[config.mk]
export PLATFORM = sky130hd
export DESIGN_NAME = alu_result_stage
export DESIGN_NICKNAME = d
export VERILOG_FILES = /design/src/rtl/alu_result_stage.sv
export SDC_FILE = /design/constraint.sdc
export NUM_CORES = 1
export LEC_CHECK = 0
export ABC_AREA = 1
export CAP_MARGIN = 0
export CORE_MARGIN = 4
export CORE_UTILIZATION = 38
export DETAILED_ROUTE_END_ITERATION = 6
export PLACE_DENSITY = 0.88
export SYNTH_ARGS = -nofsm -noshare
export SYNTH_HDL_FRONTEND = slang
export SYNTH_SLANG_ARGS = --single-unit
export TNS_END_PERCENT = 100
[constraint.sdc]
create_clock -name clk -period 1.1 [get_ports clk]
set_input_delay 0.165 -clock clk [delete_from_list [all_inputs] [get_ports clk]]
set_output_delay 0.165 -clock clk [all_outputs]
set_load 0.05 [all_outputs]
[src/rtl/alu_result_stage.sv]
// Registered result stage behind the ALU: captures result, destination tag and flags.
// Define ALU_RESULT_SKID_EN for a 2-entry skid FIFO with a registered in_ready.
module alu_result_stage #(
    parameter int         DEST_W    = 4,
    parameter logic [2:0] FLAGS_RST = 3'b000
) (
    input  logic              clk,
    input  logic              reset,
    input  logic              in_valid,
    output logic              in_ready,
    input  logic [31:0]       c,
    input  logic              carry_out,
    input  logic              is_zero,
    input  logic              is_negative,
    input  logic [DEST_W-1:0] dest,
    input  logic              set_flags,
    input  logic              flags_we,
    input  logic [2:0]        flags_wdata,
    output logic              out_valid,
    input  logic              out_ready,
    output logic [31:0]       out_data,
    output logic [DEST_W-1:0] out_dest,
    output logic              flag_c,
    output logic              flag_z,
    output logic              flag_n,
    output logic [1:0]        occupancy
);

    logic              accept;
    logic [2:0]        flags_q;
    logic [31:0]       data_q;
    logic [DEST_W-1:0] dest_q;

    assign accept                   = in_valid & in_ready;
    assign {flag_c, flag_z, flag_n} = flags_q;
    assign out_data                 = data_q;
    assign out_dest                 = dest_q;

    // Flags move at accept time so a following adc/sbc sees the new carry
    // even while the producing result is still stalled downstream.
    // NOTE: sequential state uses non-blocking assignments so every register
    // samples pre-edge values regardless of block ordering.
    always_ff @(posedge clk) begin
        if (reset)
            flags_q <= FLAGS_RST;
        else if (accept && set_flags)
            flags_q <= {carry_out, is_zero, is_negative};
        else if (flags_we)
            flags_q <= flags_wdata;
    end

`ifdef ALU_RESULT_SKID_EN
    logic [1:0]        count_q;
    logic [1:0]        count_next;
    logic              ready_q;
    logic              pop;
    logic [31:0]       skid_data_q;
    logic [DEST_W-1:0] skid_dest_q;

    assign out_valid = (count_q != 2'd0);
    assign pop       = out_valid & out_ready;
    assign in_ready  = ready_q;
    assign occupancy = count_q;

    // NOTE: default assignment first keeps this block free of inferred latches.
    always_comb begin
        count_next = count_q;
        case ({accept, pop})
            2'b10:   count_next = count_q + 2'd1;
            2'b01:   count_next = count_q - 2'd1;
            default: count_next = count_q;
        endcase
    end

    // Head (data_q/dest_q) is always the oldest entry; skid holds the second.
    always_ff @(posedge clk) begin
        if (reset) begin
            count_q     <= 2'd0;
            ready_q     <= 1'b1;
            data_q      <= '0;
            dest_q      <= '0;
            skid_data_q <= '0;
            skid_dest_q <= '0;
        end else begin
            count_q <= count_next;
            ready_q <= (count_next != 2'd2);
            if (pop && count_q == 2'd2) begin
                data_q <= skid_data_q;
                dest_q <= skid_dest_q;
            end else if (accept && (count_q == 2'd0 || pop)) begin
                data_q <= c;
                dest_q <= dest;
            end
            if (accept && count_q == 2'd1 && !pop) begin
                skid_data_q <= c;
                skid_dest_q <= dest;
            end
        end
    end
`else
    logic valid_q;

    assign out_valid = valid_q;
    assign in_ready  = !valid_q | out_ready;
    assign occupancy = {1'b0, valid_q};

    always_ff @(posedge clk) begin
        if (reset) begin
            valid_q <= 1'b0;
            data_q  <= '0;
            dest_q  <= '0;
        end else if (accept) begin
            valid_q <= 1'b1;
            data_q  <= c;
            dest_q  <= dest;
        end else if (out_ready) begin
            valid_q <= 1'b0;
        end
    end
`endif

endmodule

# Word level (Yosys, flattened, before mapping)
# Index checks and enable logic that the tools add are counted.
# classes
n_mux,4
bitwise,2
n_reduce_logical,4
# ops
cell,count
2-to-1 mux 3 bit,2
nonzero test 2 bit,2
2-to-1 mux 1 bit,2
bitwise AND 1 bit,1
logical AND 1 bit,1
logical NOT 1 bit,1
bitwise OR 1 bit,1
# word_totals
regBits,40
inputBits,48
elab_cells,14

# Logic depth before layout (Yosys ltp)
# depth
word_depth,5
mapped_depth,7
ltp_nobuf,7

# Worst setup path before layout
# No wires, ideal clock.
# synth_path
kind,reg2reg
startpoint,"register valid_q, in the netlist out_valid"
endpoint,"register data_q[18], in the netlist out_data[18]"
setup_time_ns,0.070
arrival_time_ns,1.506
required_time_ns,1.030
slack_ns,-0.476
path_stages_with_launch,7
n_path_buf,2
period_less_slack_ns,1.576
path_cell_list,dfxtp_1 -> nand2_4 -> nand2_4 -> buf_6 -> buf_6 -> nand2_2 -> a21oi_2
# synth_between
elab_chain_len,3
# synth_rtl
item,line_no,rtl
from (decl),101,logic valid_q;
from (signal assigned),109,valid_q <= 1'b0;
from (signal assigned),113,valid_q <= 1'b1;
from (signal assigned),117,valid_q <= 1'b0;
logical NOT 1 bit,104,assign in_ready = !valid_q | out_ready;
bitwise OR 1 bit,104,
named net in_ready,10,"output logic in_ready,"
bitwise AND 1 bit,34,assign accept = in_valid & in_ready;
to (signal assigned),110,data_q <= '0;
to (signal assigned),114,data_q <= c;
to (decl),31,logic [31:0] data_q;
# The timed path passes the listed nets, and every way through them passes these cells.
# A chain may end at the register's enable or synchronous reset.

# Final worst setup path
# layout_path
startpoint,input port out_ready
endpoint,output port in_ready
# layout_between
elab_chain_len,1
# layout_rtl
item,line_no,rtl
from (decl),20,"input logic out_ready,"
bitwise OR 1 bit,104,
to (decl),10,
# Every way passes these cells.

==> metrics <==
status finished with violations; failing checks negative setup slack; wire per inst 14.3 um; clk slew on worst S/H paths 0.07 ns; RSZ-0062 raised after global routing yes; chip width 73.5 um; Critical R2R Launch out_valid; Antenna Nets Post-Route 0; worst-case clock skew 0.00372 ns; initial DRC count 65; Placement Cell Area 0.00303 mm^2; setup ws final -0.0700 ns; Post-Synthesis Cells 195; Final Hold Violating Endpoints 0; fmax 855 MHz; placed cells 332; worst-path fanout max 4; Worst Setup End Kind output pin; vertical die dimension 73.5 um; grt total ovfl 0; vias in the first global route 1659; hold path endpoint out_data[17]; Tcrit/Tclk final 106%; CTS Buf Count 5; Mapped Area 0.00163 mm^2; Data required, critical path 0.94 ns; post-synth top area share 49.2%; CTS sink cnt 40; DRT Wirelength 4870 um; final setup fails 3; maximum clock path buffer count 2; syn_nets 243; Peak VDD IR 0.000932 V; total number of H-tree levels 2; Hold Startpoint reset; Detailed Routing Iterations Pass 1 4; Core ar. 0.00406 mm^2; WHS Path Cells 3; kind of critical path input pin to output pin; Skew-Pair Late Insertion Delay 0.29 ns; minimum clock period 1.17 ns; vias per std cell 4.73; Boundary Pins 91; met2 WL 2550 um; total routed wire length on the met1 layer 1780 um; Final Cell Area 0.00315 mm^2; Starting Density 40.1%; num rows 23; via count 1614; Antenna diodes 0; CP Data Arrival Time 1.01 ns; Die ar. 0.00539 mm^2; DR DRC count 0; wire length on met3 463 um; power density over the cells 1220 mW/mm^2; Setup TNS -0.0975 ns; final std cells w/o fill 341; Lkg Pwr 1.26 nW; number of distinct library cells after synthesis 17; Max Cap Viol 0; synth top area cells dfxtp_1, nand2_1, a21oi_2; uppermost routed layer met4; IO Port Bufs 89; initial antenna violation count 0; Mapped Avg Cell Area 8.35 um^2; CTS Root Cell clkbuf_8; Seq/Total Area, Yosys 49.2%; share of cells above drive strength 1 36.1%; internal reg-to-reg setup slack 0.07 ns; leading area contributor after synthesis dfxtp_1; GR Util All Layers 18.6%; synthesis-to-layout area growth 93.6%; # fillers 270; fin nets 338; Worst Hold Class input pin to register; synth warn 0; Worst R2R Path Depth 6; CTS tree done; largest net degree at the start of global routing 25; RD Place Congestion 0.871; R2R Path End out_data[5]; first-pass GRT wire length 7600 um; post-synthesis register bit count 40; final slew viol count 0; HPWL Detailed 3710 um; startpoint types input pin
-- cell usage in the layout, fill, tap and decap left out --
master / instances
nand4_1: 3
clkbuf_8: 6
clkbuf_1: 2
nand2_1: 63
a21oi_1: 18
dfxtp_4: 1
nand2_4: 1
dfxtp_1: 39
inv_1: 6
nor2_1: 6
a21oi_2: 20
dlygate4sd2_1: 1
inv_6: 1
nand2_2: 19
conb_1: 1
nand3_1: 2
buf_6: 2
clkdlybuf4s50_1: 45
inv_2: 1
buf_4: 6
nand2_8: 1
buf_2: 1
buf_12: 46
-- cells by family (layout without fill, tap and decap cells) --
kind of cell | count (synthesis) | in the layout | share of synthesized area [%]
other | 1 | 1 | 0.230
buffers and inverters | 21 | 117 | 8.15
and+or+nand+nor | 95 | 95 | 26.4
DFF | 40 | 40 | 49.2
AOI/OAI and AO/OA | 38 | 38 | 16.1
-- synthesized netlist by cell type --
cell and instances:
clkbuf_1 4, inv_1 6, a21oi_2 19, dfxtp_1 40, nor2_1 6, nand2_2 19, nand4_1 3, conb_1 1
nand2_1 63, buf_8 1, buf_6 3, a21oi_1 19, nand2_4 2, inv_2 1, clkinv_2 1, nand3_1 2
buf_4 5
-- layer usage --
metal,track usage [%],vias up
met5,0,-
met2,33.4,60
met4,8.45,0
met3,6.70,7
li1,-,801
met1,19.2,746
-- repair_timing --
item | in CTS | in global routing
setup buffers | 0 | 1
gates resized for setup | 3 | 6
hold endpoints to repair | 0 | 0
hold buffers | 0 | 0
gates cloned | 0 | 0
pin swaps | 0 | 1
setup endpoints to repair | 26 | 18
-- report_power, final --
| group | leakage (nW) | switching, W | total (W) | internal [W] |
|---|---|---|---|---|
| logic | 0.887 | 0.000604 | 0.00123 | 0.000622 |
| registers | 0.330 | 0.000102 | 0.00164 | 0.00154 |
| clock network | 0.0455 | 0.000472 | 0.000984 | 0.000511 |
-- flip-flops by register name, indices dropped and copies added (netlist names) --
name	flops
out_data	32
out_dest	4
flags_q	3
out_valid	1
-- layout make-up --
| cell class | instances | area (um^2) | area share (%) |
|---|---|---|---|
| timing repair buffer | 101 | 1450 | 46.1 |
| sequential | 40 | 805 | 25.5 |
| multi-input combinational | 134 | 707 | 22.4 |
| clock buffer | 8 | 90.1 | 2.86 |
| tap | 50 | 62.6 | 1.98 |
| inverter | 8 | 35.0 | 1.11 |
-- critical path, stage by stage --
cell	delay (ns)
clkdlybuf4s50_1	0.41
inv_2	0.10
nand2_8	0.07
buf_6	0.12
buf_12	0.13
-- how the worst max path moves through the flow --
stage | startpoint | end | slack (ns)
2_1_floorplan | out_valid | out_data[0] | -0.1
3_3_place_gp | out_ready | out_data[29] | -0.29
3_5_place_dp | in_valid | out_dest[0] | -0.37
4_1_cts | out_valid | in_ready | -0.06
5_1_grt | out_ready | in_ready | -0.09
6_report | out_ready | in_ready | -0.07
-- metrics by stage --
step / hold slack [ns] / utilization (%) / worst slack [ns] / power (W)
global route: 0.268 / 77.7 / -0.0857 / 0.00402
detailed placement: 0.491 / 74.6 / -0.373 / 0.00288
floorplan: 0.308 / - / -0.0980 / 0.00222
CTS: 0.257 / 77.0 / -0.0625 / 0.00388
finish: 0.260 / 77.7 / -0.0700 / 0.00385
global placement: 0.486 / 74.6 / -0.292 / 0.00286
No activity file was read; power rests on OpenSTA's default activity.
